File: src/rtl/conv_sched_if.sv
// ---------------------------------------------------------------------------
// conv_sched_if
// Bundles the handshake and memory-control signals that connect the
// convolution scheduler to the testbench or to the surrounding datapath.
//
// Signals are named from the scheduler's point of view:
//   i_start       frame ready in the input buffer
//   i_out_ready   output buffer can take one group of P results
//   o_addr_x      P packed x read addresses, lane j at [j*ADDRX +: ADDRX]
//   o_addr_f      filter ROM address shared by all lanes
//   o_clr_acc     clear lane accumulators
//   o_en_acc      accumulate current memory outputs
//   o_valid_op    write lane accumulators to the output buffer
//   o_start_addr  output index of lane 0 for the group being written
//   o_lane_mask   lanes whose output index is inside the frame
//   o_busy        scheduler is not idle
//   o_conv_done   one-cycle pulse after the last group of a frame
//
// Modports:
//   master  drives start/out_ready and observes the scheduler outputs
//   slave   the scheduler itself
// ---------------------------------------------------------------------------
interface conv_sched_if #(
  parameter int ADDRX = 5,
  parameter int ADDRF = 4,
  parameter int P     = 3
);
  logic                 i_start;
  logic                 i_out_ready;
  logic [P*ADDRX-1:0]   o_addr_x;
  logic [ADDRF-1:0]     o_addr_f;
  logic                 o_clr_acc;
  logic                 o_en_acc;
  logic                 o_valid_op;
  logic [ADDRX-1:0]     o_start_addr;
  logic [P-1:0]         o_lane_mask;
  logic                 o_busy;
  logic                 o_conv_done;

  modport master (
    output i_start, i_out_ready,
    input  o_addr_x, o_addr_f, o_clr_acc, o_en_acc, o_valid_op,
           o_start_addr, o_lane_mask, o_busy, o_conv_done
  );

  modport slave (
    input  i_start, i_out_ready,
    output o_addr_x, o_addr_f, o_clr_acc, o_en_acc, o_valid_op,
           o_start_addr, o_lane_mask, o_busy, o_conv_done
  );
endinterface

File: src/rtl/conv_sched.sv
// ---------------------------------------------------------------------------
// conv_sched
// Address and control sequencer for a P-lane 1-D convolution engine.
// A frame of LENX inputs produces SIZE = LENX-LENF+1 outputs, computed in
// NGRP groups of P lanes. For each group the scheduler clears the lane
// accumulators, streams LENF taps of x/filter addresses, waits one cycle for
// the last memory read to land, then strobes the group into the output
// buffer. Backpressure is honoured only between groups.
//
// Ports:
//   clk    rising-edge clock
//   rst_n  asynchronous active-low reset
//   bus    conv_sched_if slave modport (see interface header)
// ---------------------------------------------------------------------------
module conv_sched #(
  parameter int ADDRX = 5,
  parameter int ADDRF = 4,
  parameter int LENX  = 32,
  parameter int LENF  = 9,
  parameter int P     = 3
) (
  input  logic         clk,
  input  logic         rst_n,
  conv_sched_if.slave  bus
);

  localparam int SIZE = LENX - LENF + 1;
  localparam int NGRP = (SIZE + P - 1) / P;
  localparam int GW   = (NGRP > 1) ? $clog2(NGRP) : 1;
  localparam int KW   = (LENF > 1) ? $clog2(LENF + 1) : 1;
  // Wide enough for g*P + j + k with generous headroom.
  localparam int IW   = 16;

  typedef enum logic [2:0] {
    S_IDLE,
    S_CLR,
    S_RUN,
    S_DRAIN,
    S_WRITE,
    S_WAIT,
    S_DONE
  } state_t;

  state_t          r_state;
  state_t          w_nextState;
  logic [GW-1:0]   r_grp;
  logic [KW-1:0]   r_tap;
  logic            r_enAcc;
  logic            w_lastTap;
  logic            w_lastGrp;
  logic [IW-1:0]   w_outIdx [P];
  logic [IW-1:0]   w_rdIdx  [P];

  assign w_lastTap = (r_tap == KW'(LENF - 1));
  assign w_lastGrp = (r_grp == GW'(NGRP - 1));

  // Per-lane output index (g*P+j) and the x index read for the current tap.
  for (genvar j = 0; j < P; j++) begin : g_lane
    assign w_outIdx[j] = IW'(r_grp) * IW'(P) + IW'(j);
    assign w_rdIdx[j]  = w_outIdx[j] + IW'(r_tap);
  end

  // State register.
  always_ff @(posedge clk or negedge rst_n) begin
    if (!rst_n) begin
      r_state <= S_IDLE;
    end else begin
      r_state <= w_nextState;
    end
  end

  // Group/tap counters and the accumulate enable. en_acc lags the address
  // issue by one cycle to line up with the synchronous memory read.
  always_ff @(posedge clk or negedge rst_n) begin
    if (!rst_n) begin
      r_grp   <= '0;
      r_tap   <= '0;
      r_enAcc <= 1'b0;
    end else begin
      r_enAcc <= (r_state == S_RUN);
      case (r_state)
        S_CLR:   r_tap <= '0;
        S_RUN:   r_tap <= r_tap + 1'b1;
        S_WRITE: if (!w_lastGrp) r_grp <= r_grp + 1'b1;
        S_DONE:  r_grp <= '0;
        default: ;
      endcase
    end
  end

  // Next-state and output decode. Everything defaults to zero so that any
  // state not explicitly driving an output leaves it low.
  always_comb begin
    w_nextState      = r_state;
    bus.o_addr_x     = '0;
    bus.o_addr_f     = '0;
    bus.o_clr_acc    = 1'b0;
    bus.o_en_acc     = r_enAcc;
    bus.o_valid_op   = 1'b0;
    bus.o_start_addr = '0;
    bus.o_lane_mask  = '0;
    bus.o_busy       = (r_state != S_IDLE);
    bus.o_conv_done  = 1'b0;

    case (r_state)
      S_IDLE: begin
        if (bus.i_start) begin
          w_nextState = bus.i_out_ready ? S_CLR : S_WAIT;
        end
      end
      S_CLR: begin
        bus.o_clr_acc = 1'b1;
        w_nextState   = S_RUN;
      end
      S_RUN: begin
        bus.o_addr_f = ADDRF'(r_tap);
        // Only lanes past the end of the frame can run off the input; clamp
        // them to the last sample so the read stays in bounds.
        for (int j = 0; j < P; j++) begin
          if (w_rdIdx[j] > IW'(LENX - 1)) begin
            bus.o_addr_x[j*ADDRX +: ADDRX] = ADDRX'(LENX - 1);
          end else begin
            bus.o_addr_x[j*ADDRX +: ADDRX] = w_rdIdx[j][ADDRX-1:0];
          end
        end
        if (w_lastTap) begin
          w_nextState = S_DRAIN;
        end
      end
      S_DRAIN: begin
        w_nextState = S_WRITE;
      end
      S_WRITE: begin
        bus.o_valid_op   = 1'b1;
        bus.o_start_addr = w_outIdx[0][ADDRX-1:0];
        for (int j = 0; j < P; j++) begin
          bus.o_lane_mask[j] = (w_outIdx[j] < IW'(SIZE));
        end
        if (w_lastGrp) begin
          w_nextState = S_DONE;
        end else begin
          w_nextState = bus.i_out_ready ? S_CLR : S_WAIT;
        end
      end
      S_WAIT: begin
        if (bus.i_out_ready) begin
          w_nextState = S_CLR;
        end
      end
      S_DONE: begin
        bus.o_conv_done = 1'b1;
        w_nextState     = S_IDLE;
      end
      default: begin
        w_nextState = S_IDLE;
      end
    endcase
  end

endmodule

File: src/flat_wrapper.sv
// flat-port wrapper written by rule: the top's interface ports become plain ports
module conv_sched_flat 
#(
  parameter int ADDRX = 5,
  parameter int ADDRF = 4,
  parameter int LENX  = 32,
  parameter int LENF  = 9,
  parameter int P     = 3
)
  (clk, rst_n, bus_i_start, bus_i_out_ready, bus_o_addr_x, bus_o_addr_f, bus_o_clr_acc, bus_o_en_acc, bus_o_valid_op, bus_o_start_addr, bus_o_lane_mask, bus_o_busy, bus_o_conv_done);
  conv_sched_if #(.ADDRX(ADDRX), .ADDRF(ADDRF), .P(P)) bus_i ();
  input  logic clk;
  input  logic rst_n;
  input wire logic [$bits(bus_i.i_start)-1:0] bus_i_start;
  input wire logic [$bits(bus_i.i_out_ready)-1:0] bus_i_out_ready;
  output wire logic [$bits(bus_i.o_addr_x)-1:0] bus_o_addr_x;
  output wire logic [$bits(bus_i.o_addr_f)-1:0] bus_o_addr_f;
  output wire logic [$bits(bus_i.o_clr_acc)-1:0] bus_o_clr_acc;
  output wire logic [$bits(bus_i.o_en_acc)-1:0] bus_o_en_acc;
  output wire logic [$bits(bus_i.o_valid_op)-1:0] bus_o_valid_op;
  output wire logic [$bits(bus_i.o_start_addr)-1:0] bus_o_start_addr;
  output wire logic [$bits(bus_i.o_lane_mask)-1:0] bus_o_lane_mask;
  output wire logic [$bits(bus_i.o_busy)-1:0] bus_o_busy;
  output wire logic [$bits(bus_i.o_conv_done)-1:0] bus_o_conv_done;
  assign bus_i.i_start = bus_i_start;
  assign bus_i.i_out_ready = bus_i_out_ready;
  assign bus_o_addr_x = bus_i.o_addr_x;
  assign bus_o_addr_f = bus_i.o_addr_f;
  assign bus_o_clr_acc = bus_i.o_clr_acc;
  assign bus_o_en_acc = bus_i.o_en_acc;
  assign bus_o_valid_op = bus_i.o_valid_op;
  assign bus_o_start_addr = bus_i.o_start_addr;
  assign bus_o_lane_mask = bus_i.o_lane_mask;
  assign bus_o_busy = bus_i.o_busy;
  assign bus_o_conv_done = bus_i.o_conv_done;
  conv_sched #(.ADDRX(ADDRX), .ADDRF(ADDRF), .LENX(LENX), .LENF(LENF), .P(P)) u_core (.clk(clk), .rst_n(rst_n), .bus(bus_i));
endmodule
File: config.mk
export PLATFORM = sky130hd
export DESIGN_NAME = conv_sched_flat
export DESIGN_NICKNAME = d
export VERILOG_FILES = /design/src/rtl/conv_sched_if.sv /design/src/rtl/conv_sched.sv /design/src/flat_wrapper.sv
export SDC_FILE = /design/constraint.sdc
export NUM_CORES = 1
export LEC_CHECK = 0
export CORE_MARGIN = 2
export CORE_UTILIZATION = 52
export CTS_BUF_LIST = sky130_fd_sc_hd__clkbuf_4 sky130_fd_sc_hd__clkbuf_8
export CTS_CLUSTER_DIAMETER = 150
export DETAILED_ROUTE_END_ITERATION = 6
export GPL_ROUTABILITY_DRIVEN = 0
export GPL_TIMING_DRIVEN = 0
export PLACE_DENSITY = 0.86
export SLEW_MARGIN = 20
export SYNTH_ARGS = -nofsm -noshare
export SYNTH_HDL_FRONTEND = slang
export SYNTH_SLANG_ARGS = --single-unit
File: constraint.sdc
create_clock -name clk -period 4.3 [get_ports clk]
set_input_delay 1.075 -clock clk [delete_from_list [all_inputs] [get_ports clk]]
set_output_delay 1.075 -clock clk [all_outputs]
set_load 0.01 [all_outputs]
==> results.ini <==
[setup_path]
r2r-start = u_core.r_state[2]$_DFFE_PN0P_
cp-start-kind = flop
rrSetupSlack_ps = 2540
crit_slowest_cell = fa_2
critPathMaxStageDelay_ps = 580
cp.required_ps = 3220
critical_path_peak_fanout = 4
arrival_ps = 3230
reg2reg_depth = 5
crit_top_cell = inv_2
cp-startpoint = u_core.r_grp[1]$_DFFE_PN0P_
critPathCaptureType = output pin
timing.rr.end = u_core.r_grp[2]$_DFFE_PN0P_
crit_chain = ha_4 -> inv_2 -> fa_2 -> inv_2 -> buf_4 -> ha_1 -> nor2b_1 -> o21ai_1 -> nand2_1 -> o21ai_0 -> a21oi_1 -> clkdlybuf4s50_1
critPathKind = flop to output pin

[pwr]
peakVddDrop_uv = 721
power_density_nw_per_um2 = 839
p_leak_uw = 0.00110

[timing]
timing.final.ws_setup_ps = -7.80
drv_slew = 0
slew_headroom_pct = 54.4
setup_viol_count_final = 1
fin_skew_ps = 2.21
fin_crit_ps = 4310
hold_slack_ps = 618
finalSetupTns_ps = -7.80
fin_crit_sh_pct = 100
fmax_mhz = 232
hold_viol = 0
grt_setup_unrepaired = yes
tightest_slew_ps = 682

[floorplanning]
row_count = 19
die_h_um = 58.0
start_util_pct = 54.9
dieArea_sq_um = 3360
coreArea_sq_um = 2760
die-width_um = 58.0
ioPinCount = 36

[global_route]
grt_pass1_wl_um = 6930
grt_pass1_vias = 1520
overflow = 0
grt_max_degree = 12
grt_usage_pct = 26.6
antenna_found_initial = 0

[placed_design]
dp_hpwl_um = 2890
portBuffers = 35
placedInstanceArea_sq_um = 1900
dp_cells = 263

[synth]
yosysSeqAreaShare_pct = 18.2
ys_ff_latch = 11
yosys_warnings = 0
synth_top_flop_cell = dfrtp_1
synth_edf_count = 0
synth_cells = 197
syn_area_per_cell_sq_um = 7.69
synth_cell_types = 42
post-synth-top-area-cell = dfrtp_1
synth_fp_nets = 224
synth.top_cell.area_share_pct = 18.2
synthesis.area_sq_um = 1520
async_flop_share_pct = 100
synth_common_cells = nor2_1, o21ai_0, ha_1
yosys-top-cells-area = dfrtp_1, ha_1, o21ai_0

[detailed_routing]
routed_wirelength_um = 4720
ant_nets = 0
vias = 1656
vias_per_cell = 5.94
dr.pass1.iters = 4
wl_per_cell_um = 16.9
drcViolationCount = 0
drtIter0Drc = 86

[clock_tree]
hold_buffers = 0
cts_max_level = 1
clk_pin_slew_ps = 80
cts_tree = built
clkSinkCount = 11
clockRootBuffer = clkbuf_4
clk_path_buf_depth = 2
numCtsBuffers = 3
insertion_delay_ps = 280

[finish]
fin_area_sq_um = 2140
nNetsFinal = 276
antenna_cells = 0
drive_above_1_share_pct = 19.8
area_growth_pct = 41.5
instances_no_fill = 279

[min_path]
whs_endpoint = u_core.r_state[2]$_DFFE_PN0P_
holdPathStages = 1
hp-start = u_core.r_state[1]$_DFFE_PN0P_
min_path_type = flop to flop

[job]
maxCapViolCount = 0

[run_status]
status = complete, but fails checks
violations = negative setup slack

logic make-up after synthesis:
logic type | Yosys count | synth area share [%]
mux | 1 | 0.661
compound gates | 58 | 24.0
flops | 11 | 18.2
simple gates | 70 | 23.0
buf+inv | 22 | 5.78
fa+ha+maj | 23 | 21.0
xor+xnor | 12 | 7.43
through the flow:
stage	setup WS [ps]	power [uW]	util, %
3_5_place_dp	-551	1370	69.1
6_report	-7.80	1800	77.8
3_3_place_gp	-520	1340	69.1
2_1_floorplan	251	1030	-
5_1_grt	-148	1950	77.8
4_1_cts	-8.77	1550	73.3
metal layers:
metal	track usage, %	part of all wire [%]	vias to the layer above
li1	-	-	791
met1	36.4	41	781
met2	43.7	51	70
met3	3.35	6.1	14
met4	8.97	2.6	0
met5	0	0	-
power breakdown:
group	switching (uW)	leakage [uW]	internal, uW
logic	820	0.000943	687
clock network	39.0	0.0000184	42.3
registers	66.7	0.000140	144
total	925	0.00110	874
cells in the final DEF (no fill, tap or decap), drive strengths merged, types with 2 or more instances in the layout:
cell | Yosys | final
nand2 | 16 | 16
and2 | 3 | 3
xor2 | 5 | 5
dlymetal6s2s | 0 | 4
a211o | 2 | 2
nand3b | 2 | 2
dfrtp | 11 | 11
a21o | 6 | 6
nor2 | 23 | 23
inv | 18 | 18
and3b | 2 | 2
nor2b | 4 | 4
fa | 4 | 4
a21oi | 14 | 14
nand2b | 3 | 3
nor3 | 5 | 5
buf | 1 | 16
o21ai | 23 | 23
nor4 | 2 | 2
ha | 19 | 19
a31oi | 4 | 4
clkdlybuf4s50 | 0 | 21
xnor2 | 7 | 7
nand3 | 5 | 5
dlygate4sd2 | 0 | 3
a211oi | 2 | 2
clkdlybuf4s15 | 0 | 3
clkbuf | 3 | 8
critical path, delay by kind of cell (launching register included):
kind            cells  cell delay, ps
compound gates      3             370
fa+ha+maj           3            1090
buf+inv             4             810
flops               1             400
simple gates        2             300
worst max-delay path by stage:
stage / cells past startpoint / to / slack, ps
after floorplan: 12 / bus_o_addr_x[5] / 250
after global placement: 13 / bus_o_addr_x[7] / -520
after CTS: 13 / bus_o_addr_x[7] / -9
final: 12 / bus_o_addr_x[4] / -8
after detailed placement: 13 / bus_o_addr_x[7] / -550
after global routing: 12 / bus_o_addr_x[4] / -150
layout make-up:
type                       instances  area, sq um
sequential                        11          279
fill                             203          613
timing repair buffer              47          427
clock buffer                       4         30.0
buffer                             4         17.5
tap                               31         38.8
inverter                          18         72.6
multi-input combinational        164         1280
state kept, by name (all words and copies together), names as in the netlist:
| signal | flops |
|---|---|
| u_core.r_grp | 3 |
| u_core.r_state | 3 |
| u_core.r_tap | 4 |
| u_core.bus.o_en_acc | 1 |
repair_timing:
| item | in CTS | in global routing |
|---|---|---|
| resized for setup | 40 | 24 |
| setup endpoints to repair | 16 | 15 |
| buffers inserted | 5 | 7 |
| pin swaps | 6 | 9 |
Power figures use the tool's default switching activity.
